## config.mk

```make
export PLATFORM = sky130hd
export DESIGN_NAME = pipe_adder
export DESIGN_NICKNAME = d
export VERILOG_FILES = /design/src/rtl/pipe_adder_pkg.sv /design/src/rtl/pipe_adder_chunk.sv /design/src/rtl/pipe_adder.sv
export SDC_FILE = /design/constraint.sdc
export NUM_CORES = 1
export LEC_CHECK = 0
export CAP_MARGIN = 20
export CORE_MARGIN = 4
export CORE_UTILIZATION = 40
export CTS_CLUSTER_SIZE = 28
export DETAILED_ROUTE_END_ITERATION = 8
export HOLD_SLACK_MARGIN = 0.12
export PLACE_DENSITY = 0.62
export SETUP_SLACK_MARGIN = 0.4
export SKIP_CTS_REPAIR_TIMING = 1
export SLEW_MARGIN = 5
export SYNTH_ARGS = -nofsm -noshare
export SYNTH_HDL_FRONTEND = slang
export SYNTH_HIERARCHICAL = 1
export SYNTH_SLANG_ARGS = --single-unit
export TNS_END_PERCENT = 20
```

## constraint.sdc

```tcl
create_clock -name clk -period 2.3 [get_ports clk]
set_input_delay 0.23 -clock clk [delete_from_list [all_inputs] [get_ports clk]]
set_output_delay 0.23 -clock clk [all_outputs]
set_load 0.1 [all_outputs]
```

## src/rtl/pipe_adder_pkg.sv

```systemverilog
// Shared definitions for the chunked pipelined adder.
//   DEF_WIDTH / DEF_CHUNK : default operand width and bits added per stage
//   stage_rec_t           : layout of one pipeline stage record at the
//                           default width (valid, carry, partial result,
//                           pending operand chunks, operand sign bits)
//   ovf_of()              : two's-complement overflow from the sign bits
package pipe_adder_pkg;

  localparam int DEF_WIDTH = 16;
  localparam int DEF_CHUNK = 4;

  typedef struct packed {
    logic                 vld;  // stage holds a live operand set
    logic                 cy;   // carry into the chunk this stage adds
    logic                 am;   // MSB of operand A
    logic                 bm;   // MSB of effective operand B (b or ~b)
    logic [DEF_WIDTH-1:0] acc;  // result chunks produced so far
    logic [DEF_WIDTH-1:0] pa;   // operand A chunks still to add, LSB aligned
    logic [DEF_WIDTH-1:0] pb;   // effective B chunks still to add, LSB aligned
  } stage_rec_t;

  // Overflow: operands share a sign and the result sign differs from it.
  function automatic logic ovf_of(input logic am, input logic bm, input logic sm);
    return (am == bm) && (sm != am);
  endfunction

endpackage

```

## src/rtl/pipe_adder_chunk.sv

```systemverilog
// chunk_adder: CHUNK-bit combinational adder slice.
//   a, b : CHUNK-bit addends
//   ci   : carry in
//   s    : CHUNK-bit sum
//   co   : carry out
module chunk_adder
  import pipe_adder_pkg::*;
#(
  parameter int CHUNK = DEF_CHUNK
) (
  input  logic [CHUNK-1:0] a,
  input  logic [CHUNK-1:0] b,
  input  logic             ci,
  output logic [CHUNK-1:0] s,
  output logic             co
);

  assign {co, s} = {1'b0, a} + {1'b0, b} + {{CHUNK{1'b0}}, ci};

endmodule

```

## src/rtl/pipe_adder.sv

```systemverilog
// pipe_adder: pipelined add/subtract, CHUNK bits resolved per stage with a
// registered ripple carry between stages. Latency WIDTH/CHUNK cycles, one
// operand set per cycle, valid/ready handshake on both sides.
//   clk, rst_n          : clock, asynchronous active-low reset
//   in_valid / in_ready : input handshake for {a, b, cin, sub}
//   a, b                : WIDTH-bit operands
//   cin                 : carry-in (add) / borrow-in (sub)
//   sub                 : 0 add, 1 subtract
//   out_valid/out_ready : output handshake for {s, c, ovf}
//   s                   : sum / difference
//   c                   : carry-out (add) / not-borrow (sub)
//   ovf                 : signed overflow
module pipe_adder
  import pipe_adder_pkg::*;
#(
  parameter int WIDTH = DEF_WIDTH,
  parameter int CHUNK = DEF_CHUNK
) (
  input  logic             clk,
  input  logic             rst_n,
  input  logic             in_valid,
  output logic             in_ready,
  input  logic [WIDTH-1:0] a,
  input  logic [WIDTH-1:0] b,
  input  logic             cin,
  input  logic             sub,
  output logic             out_valid,
  input  logic             out_ready,
  output logic [WIDTH-1:0] s,
  output logic             c,
  output logic             ovf
);

  localparam int STAGES = WIDTH / CHUNK;

  if ((CHUNK < 1) || (WIDTH < CHUNK) || ((WIDTH % CHUNK) != 0)) begin : g_bad_cfg
    $error("pipe_adder: WIDTH must be a positive multiple of CHUNK");
  end

  // Same layout as pipe_adder_pkg::stage_rec_t, sized for this instance.
  typedef struct packed {
    logic             vld;
    logic             cy;
    logic             am;
    logic             bm;
    logic [WIDTH-1:0] acc;
    logic [WIDTH-1:0] pa;
    logic [WIDTH-1:0] pb;
  } stage_t;

  // stg_p[k] holds the set about to add chunk k; stg_p[0] is the captured input.
  stage_t           stg_p [STAGES];
  logic [CHUNK-1:0] sum_c [STAGES];
  logic             co_c  [STAGES];
  logic [WIDTH-1:0] acc_nx[STAGES];

  // Result register (after the last chunk).
  logic             res_vld;
  logic             res_c;
  logic             res_am;
  logic             res_bm;
  logic [WIDTH-1:0] res_s;

  logic             adv;

  // The whole pipe advances unless a result is blocked at the output.
  assign adv      = !(res_vld && !out_ready);
  assign in_ready = adv;

  for (genvar k = 0; k < STAGES; k++) begin : g_stage
    // Pending chunks are shifted down each stage, so chunk k is always at the LSBs.
    chunk_adder #(.CHUNK(CHUNK)) u_chunk (
      .a  (stg_p[k].pa[CHUNK-1:0]),
      .b  (stg_p[k].pb[CHUNK-1:0]),
      .ci (stg_p[k].cy),
      .s  (sum_c[k]),
      .co (co_c[k])
    );
    // Chunk k of acc is still zero here, so OR merges the new result chunk.
    assign acc_nx[k] = stg_p[k].acc | (WIDTH'(sum_c[k]) << (k * CHUNK));
  end

  always_ff @(posedge clk or negedge rst_n) begin
    if (!rst_n) begin
      for (int k = 0; k < STAGES; k++) begin
        stg_p[k] <= '0;
      end
      res_vld <= 1'b0;
      res_c   <= 1'b0;
      res_am  <= 1'b0;
      res_bm  <= 1'b0;
      res_s   <= '0;
    end else if (adv) begin
      // Capture: subtraction becomes a + ~b + !cin.
      stg_p[0].vld <= in_valid;
      stg_p[0].cy  <= cin ^ sub;
      stg_p[0].am  <= a[WIDTH-1];
      stg_p[0].bm  <= b[WIDTH-1] ^ sub;
      stg_p[0].acc <= '0;
      stg_p[0].pa  <= a;
      stg_p[0].pb  <= b ^ {WIDTH{sub}};
      // Chunk stages 0 .. STAGES-2 feed the next stage.
      for (int k = 1; k < STAGES; k++) begin
        stg_p[k].vld <= stg_p[k-1].vld;
        stg_p[k].cy  <= co_c[k-1];
        stg_p[k].am  <= stg_p[k-1].am;
        stg_p[k].bm  <= stg_p[k-1].bm;
        stg_p[k].acc <= acc_nx[k-1];
        stg_p[k].pa  <= stg_p[k-1].pa >> CHUNK;
        stg_p[k].pb  <= stg_p[k-1].pb >> CHUNK;
      end
      // Last chunk: its carry leaves as c and never wraps back.
      res_vld <= stg_p[STAGES-1].vld;
      res_c   <= co_c[STAGES-1];
      res_am  <= stg_p[STAGES-1].am;
      res_bm  <= stg_p[STAGES-1].bm;
      res_s   <= acc_nx[STAGES-1];
    end
  end

  assign out_valid = res_vld;
  assign s         = res_s;
  assign c         = res_c;
  assign ovf       = ovf_of(res_am, res_bm, res_s[WIDTH-1]);

endmodule

```

==> flow_metrics.env, run 1 <==
export IMPL_status="finished clean"
export IMPL_die_height_um=133
export IMPL_post_route_period_util_pct=79.6
export IMPL_hold_ws_ns=0.338
export IMPL_worst_pin_slew_ns=0.473
export IMPL_post_synth_top_count_cell="dfrtp_1"
export IMPL_dp_hpwl_mm=6.56
export IMPL_clockPowerShare_pct=21.6
export IMPL_ys_seq_area_share_pct=52.7
export IMPL_fin_cells=661
export IMPL_drc=0
export IMPL_dp_slack_ns=0.520
export IMPL_drive_gt1_share_pct=43.1
export IMPL_rrSetupSlack_ns=0.49
export IMPL_start_util_pct=41.1
export IMPL_synth_area_leaders="dfrtp_1 (53%), mux2_4 (29%), buf_12 (3.5%), fa_1 (2.6%), ha_1 (2.4%)"
export IMPL_yosysTopAreaCellShare_pct=52.7
export IMPL_clock_sinks=132
export IMPL_r2r_cells=7
export IMPL_wl_per_cell_um=14.4
export IMPL_arrival_ns=1.60
export IMPL_nNetsFinal=495
export IMPL_yosys_warnings=6
export IMPL_finalSetupViolations=0
export IMPL_synth_edff_count=0
export IMPL_required_ns=2.07
export IMPL_cts_root_buf="clkbuf_16"
export IMPL_synthTopCellsByCount="dfrtp_1 (132), mux2_4 (121), xor2_1 (17)"
export IMPL_intPower_w=0.00807
export IMPL_synth_fp_nets=424
export IMPL_placed_cells=628
export IMPL_numCtsBuffers=17
export IMPL_track_usage_pct=11.6
export IMPL_drtAntennaViolNets=0
export IMPL_clock_skew_final_ns=0.00686
export IMPL_cts_tree="built"
export IMPL_worst_slack_ns=0.470
export IMPL_pwr_share_seq_pct=33.2
export IMPL_num_antenna_cells=0
export IMPL_gp_congestion=0.729
export IMPL_critPathMaxFanout=17
export IMPL_synthArstFlopShare_pct=100
export IMPL_critPathKind="register to output port"
export IMPL_synth_area_sq_um=6270
export IMPL_tns_ns=0
export IMPL_vdd_drop_max_mv=0.695
export IMPL_insertion_delay_ns=0.41
export IMPL_fin_crit_ns=1.83
export IMPL_synth_area_leader_cell="dfrtp_1"
export IMPL_netlist_instances=366
export IMPL_power_leakage_nw=3.55
export IMPL_fillers=1307
export IMPL_cellPowerDensity_nw_per_um2=1640
export IMPL_switching_share_pct=35.0
export IMPL_r2r_start="stg_p[172]"
export IMPL_ys_flop_type="dfrtp_1"
export IMPL_dieArea_sq_um=17800
export IMPL_overflow=0
export IMPL_multi_input_area_sq_um=2640
export IMPL_cts_buffer_depth=2
export IMPL_clk_pin_slew_ns=0.05
export IMPL_regArea_sq_um=3310
export IMPL_die_x_um=133
export IMPL_antenna_found_initial=0
export IMPL_hold_class="primary input to async pin"
export IMPL_synth_seq_cells=132
export IMPL_route_vias_total=2927
export IMPL_port_buffers=57
export IMPL_timing_fmax_mhz=546
export IMPL_grt_max_degree=55
export IMPL_wl_mm=9.49
export IMPL_io_pin_count=58
export IMPL_drt_iter0_drc=123
export IMPL_switchingPower_w=0.00434
export IMPL_htree_levels=4
export IMPL_area_delta_synth_final_pct=20.3
export IMPL_rsz0062_at_grt="yes"
export IMPL_dr_pass1_iters=4
export IMPL_avgSynthCellArea_sq_um=17.1
export IMPL_rows=45
export IMPL_cp_end_kind="output port"
export IMPL_routed_via_density=4.43
export IMPL_start_kind="register"
export IMPL_synth_cell_type_count=20
export IMPL_power_frac_comb_pct=45.3
export IMPL_final_max_slew_viol_count=0
export IMPL_relSlewSlack_pct=68.5
export IMPL_max_cap_viol_count=0
export IMPL_r2r_end="stg_p[154]"
export IMPL_hold_viol_final=0
export IMPL_grt_pass1_wl_mm=16.1
export IMPL_core_area_sq_um=15300
export IMPL_grt_pass1_vias=3139
## cell usage in the layout, fill, tap and decap left out
| cell type | instances |
|---|---|
| dfrtp_1 | 130 |
| mux2_4 | 121 |
| clkdlybuf4s50_1 | 36 |
| buf_4 | 25 |
| xor2_1 | 17 |
| clkbuf_16 | 17 |
| inv_1 | 16 |
| ha_1 | 12 |
| xnor2_1 | 8 |
| fa_1 | 8 |
| mux2_1 | 7 |
| nand2b_1 | 6 |
| clkbuf_8 | 5 |
| buf_12 | 5 |
| nor2b_1 | 4 |
| a21o_1 | 4 |
| a21oi_2 | 4 |
| mux2_2 | 3 |
| clkinvlp_4 | 3 |
| clkinv_2 | 3 |
| o21ai_0 | 3 |
| bufinv_16 | 2 |
| clkbuf_1 | 2 |
| dfrtp_2 | 2 |
| nor2b_4 | 1 |
| inv_2 | 1 |
| nand2_1 | 1 |
| o22ai_4 | 1 |
| o21ai_1 | 1 |
| dlygate4sd3_1 | 1 |
| buf_6 | 1 |
## power groups by stage
stage          Clock, W  Sequential [W]  Combinational (W)
2_1_floorplan         0         0.00510            0.00382
3_3_place_gp          0         0.00413            0.00561
3_5_place_dp          0         0.00417            0.00567
4_1_cts         0.00275         0.00414            0.00570
5_1_grt         0.00287         0.00427            0.00600
6_report        0.00268         0.00412            0.00562
## final cells by class
type / count / area share, %
Clock buffer: 24 / 6.65
Clock inverter: 8 / 1.29
Inverter: 17 / 0.846
Multi-Input combinational cell: 201 / 35.0
Sequential cell: 132 / 43.8
Tap cell: 211 / 3.50
Timing Repair Buffer: 68 / 8.87
## logic make-up after synthesis
kind of cell               Yosys count  share of synthesized area [%]
DFF                                132                           52.7
and+or+nand+nor                     12                           1.28
muxes                              131                           30.8
AOI/OAI and AO/OA                   13                           1.46
adders and majority gates           20                           4.95
buffers and inverters               33                           5.42
xor gates and xnor gates            25                           3.49
## worst max path at each step
stage / start / cells past startpoint / endpoint
global route: out_valid / 4 / in_ready
global placement: stg_p[120] / 7 / stg_p[102]
detailed placement: stg_p[172] / 7 / stg_p[154]
floorplan: s[15] / 2 / ovf
finish: out_valid / 4 / in_ready
CTS: out_valid / 4 / in_ready
## routing by layer
layer | part of all wire, % | wire length [um] | vias up | track usage (%)
li1 | - | - | 1403 | -
met1 | 53 | 5080 | 1461 | 16.8
met2 | 41 | 3880 | 53 | 15.6
met3 | 3.9 | 368 | 10 | 4.00
met4 | 1.7 | 161 | 0 | 5.14
met5 | 0 | 0 | - | 0
## worst max-delay path, stage by stage, from the launching register on
cell     delay (ns)
dfrtp_2        0.35
nor2b_4        0.32
inv_2          0.06
buf_4          0.23
buf_12         0.20
## stage by stage
step | total power, W | util, % | instance area [sq um]
after detailed placement | 0.00984 | 45.5 | 6940
after floorplan | 0.00892 | - | 6290
after global placement | 0.00973 | 45.5 | 6940
after CTS | 0.0126 | 49.4 | 7540
after global routing | 0.0131 | 49.5 | 7550
final | 0.0124 | 49.5 | 7550
## sequential cells by signal, indices dropped and copies added, names as in the netlist
name       cells
c              1
out_valid      1
res_am         1
res_bm         1
s             16
stg_p        112
(Power assumes the default switching activity.)
==> run 2, diff against run 1 <==
Settings changed: PLACE_DENSITY 0.62 to 0.64.
Clock period 2.3 ns to 1.6 ns, I/O delays scaled along.
==> run 2 against run 1 <==
Effect of this change:
- the run now ends with setup timing left
- routed wire length rose by 3.1%
- sequential share of layout area decreased by 3.4 points
- total power increased by 60%
- setup slack got worse by 0.57 ns
- clock skew barely moved
- count of clock-buffer cells in the layout decreased by 6
- core utilization increased by 4.2 points
- critical path depth grew 3
- final area grew 8.5%
- via count rose by 1.7%
- die area stayed put
- cell count rose by 3.8%
- largest cell class unchanged
- highest routed layer unchanged
==> flow_metrics.env, run 2 (synthesis results as in run 1) <==
export IMPL_status="complete, but fails checks"
export IMPL_violations="setup timing"
export IMPL_wl_per_cell_um=14.3
export IMPL_fin_util_pct=53.7
export IMPL_cts_root_buf="clkbuf_16"
export IMPL_htree_levels=4
export IMPL_rrSetupSlack_ns=-0.10
export IMPL_grt_pass1_wl_mm=16.8
export IMPL_start_kind="register"
export IMPL_required_ns=1.89
export IMPL_dp_hpwl_mm=6.85
export IMPL_largest_reg_flops=112
export IMPL_area_delta_synth_final_pct=30.5
export IMPL_clk_pin_slew_ns=0.06
export IMPL_finalSetupViolations=11
export IMPL_placed_cells=645
export IMPL_final_cell_area_sq_um=8190
export IMPL_critPathKind="register to register"
export IMPL_core_area_sq_um=15300
export IMPL_layout_common_cells="dfrtp_1 (130), mux2_4 (124), clkdlybuf4s50_1 (36), buf_12 (29), clkbuf_16 (18)"
export IMPL_gp_congestion=0.697
export IMPL_drtAntennaViolNets=0
export IMPL_r2r_start="stg_p[68]"
export IMPL_antenna_found_initial=0
export IMPL_cts_buffer_depth=2
export IMPL_power_leakage_nw=3.84
export IMPL_insertion_delay_ns=0.41
export IMPL_worst_slack_ns=-0.104
export IMPL_relSlewSlack_pct=72.5
export IMPL_die_height_um=133
export IMPL_port_buffers=57
export IMPL_io_pin_count=58
export IMPL_routed_via_density=4.34
export IMPL_arrival_ns=1.99
export IMPL_r2r_cells=7
export IMPL_cp_end_kind="register"
export IMPL_start_util_pct=41.1
export IMPL_wl_mm=9.79
export IMPL_vdd_drop_max_mv=1.06
export IMPL_overflow=0
export IMPL_dieArea_sq_um=17800
export IMPL_drive_gt1_share_pct=50.5
export IMPL_clock_sinks=132
export IMPL_dr_pass1_iters=4
export IMPL_timing_fmax_mhz=587
export IMPL_fin_cells=686
export IMPL_regMostFlops="stg_p"
export IMPL_hold_class="primary input to async pin"
export IMPL_cellPowerDensity_nw_per_um2=2420
export IMPL_numCtsBuffers=17
export IMPL_final_max_slew_viol_count=0
export IMPL_max_cap_viol_count=0
export IMPL_clock_skew_final_ns=0.00733
export IMPL_track_usage_pct=11.7
export IMPL_num_antenna_cells=0
export IMPL_hold_viol_final=0
export IMPL_fin_crit_ns=1.70
export IMPL_die_x_um=133
export IMPL_rows=45
export IMPL_rsz0062_at_grt="yes"
export IMPL_grt_max_degree=43
export IMPL_drt_iter0_drc=180
export IMPL_worst_pin_slew_ns=0.413
export IMPL_cts_tree="built"
export IMPL_critPathMaxFanout=2
export IMPL_nNetsFinal=520
export IMPL_post_route_period_util_pct=107
export IMPL_route_vias_total=2977
export IMPL_drc=0
export IMPL_grt_pass1_vias=3279
export IMPL_hold_ws_ns=0.251
export IMPL_r2r_end="stg_p[50]"
export IMPL_postPlaceCellArea_sq_um=7390
export IMPL_layout_commonest_cell="dfrtp_1"
[run 2: changes by cell type in the layout (fill, tap and decap cells not counted), sizes merged]
| cell | previous run | this run |
|---|---|---|
| buf | 31 | 55 |
| bufinv | 2 | 3 |
| clkbuf | 24 | 19 |
| clkinv | 3 | 5 |
| inv | 17 | 20 |
[run 2: worst max-delay path, cell delays in order (launching register included)]
cell and delay, ns:
dfrtp_1 0.40, fa_2 0.41, inv_2 0.07, fa_2 0.21, nor2b_1 0.05, o21ai_1 0.13
nand2b_1 0.08, mux2_4 0.26
[run 2: layout make-up]
class | instances | area [sq um]
Clock inverter | 14 | 175
Multi-Input combinational cell | 201 | 2710
Tap cell | 211 | 264
Fill cell | 1236 | 7070
Sequential cell | 132 | 3310
Inverter | 17 | 66.3
Timing Repair Buffer | 93 | 1230
Clock buffer | 18 | 439
[run 2: where the power goes]
group	leakage, nW	total (W)	internal (W)	switching [W]
logic	2.01	0.00977	0.00558	0.00419
clock network	0.293	0.00396	0.00251	0.00146
registers	1.54	0.00606	0.00491	0.00116
total	3.84	0.0198	0.0130	0.00680
[run 2: per-stage QoR]
stage / setup TNS (ns) / worst slack, ns / total power, W
3_3_place_gp: -3.23 / -0.0890 / 0.0152
2_1_floorplan: -0.144 / -0.0150 / 0.0129
4_1_cts: -0.949 / -0.179 / 0.0195
5_1_grt: -1.53 / -0.212 / 0.0209
6_report: -0.589 / -0.104 / 0.0198
3_5_place_dp: -4.32 / -0.116 / 0.0154
[run 2: metal layers]
layer / global-route usage, % / share of wire (%) / vias up / routed length, um
met1: 17.4 / 52 / 1467 / 5090
met4: 4.46 / 1.0 / 0 / 99
li1: - / - / 1452 / -
met3: 3.10 / 2.8 / 8 / 278
met5: 0 / 0 / - / 0
met2: 16.5 / 44 / 50 / 4320
[run 2: worst max-delay path by stage]
| stage | start | to | cells after the start |
|---|---|---|---|
| after floorplan | stg_p[50] | c | 7 |
| after global placement | stg_p[102] | stg_p[50] | 7 |
| after detailed placement | stg_p[102] | stg_p[50] | 7 |
| after CTS | out_valid | in_ready | 4 |
| after global routing | stg_p[120] | stg_p[102] | 7 |
| final | stg_p[68] | stg_p[50] | 7 |
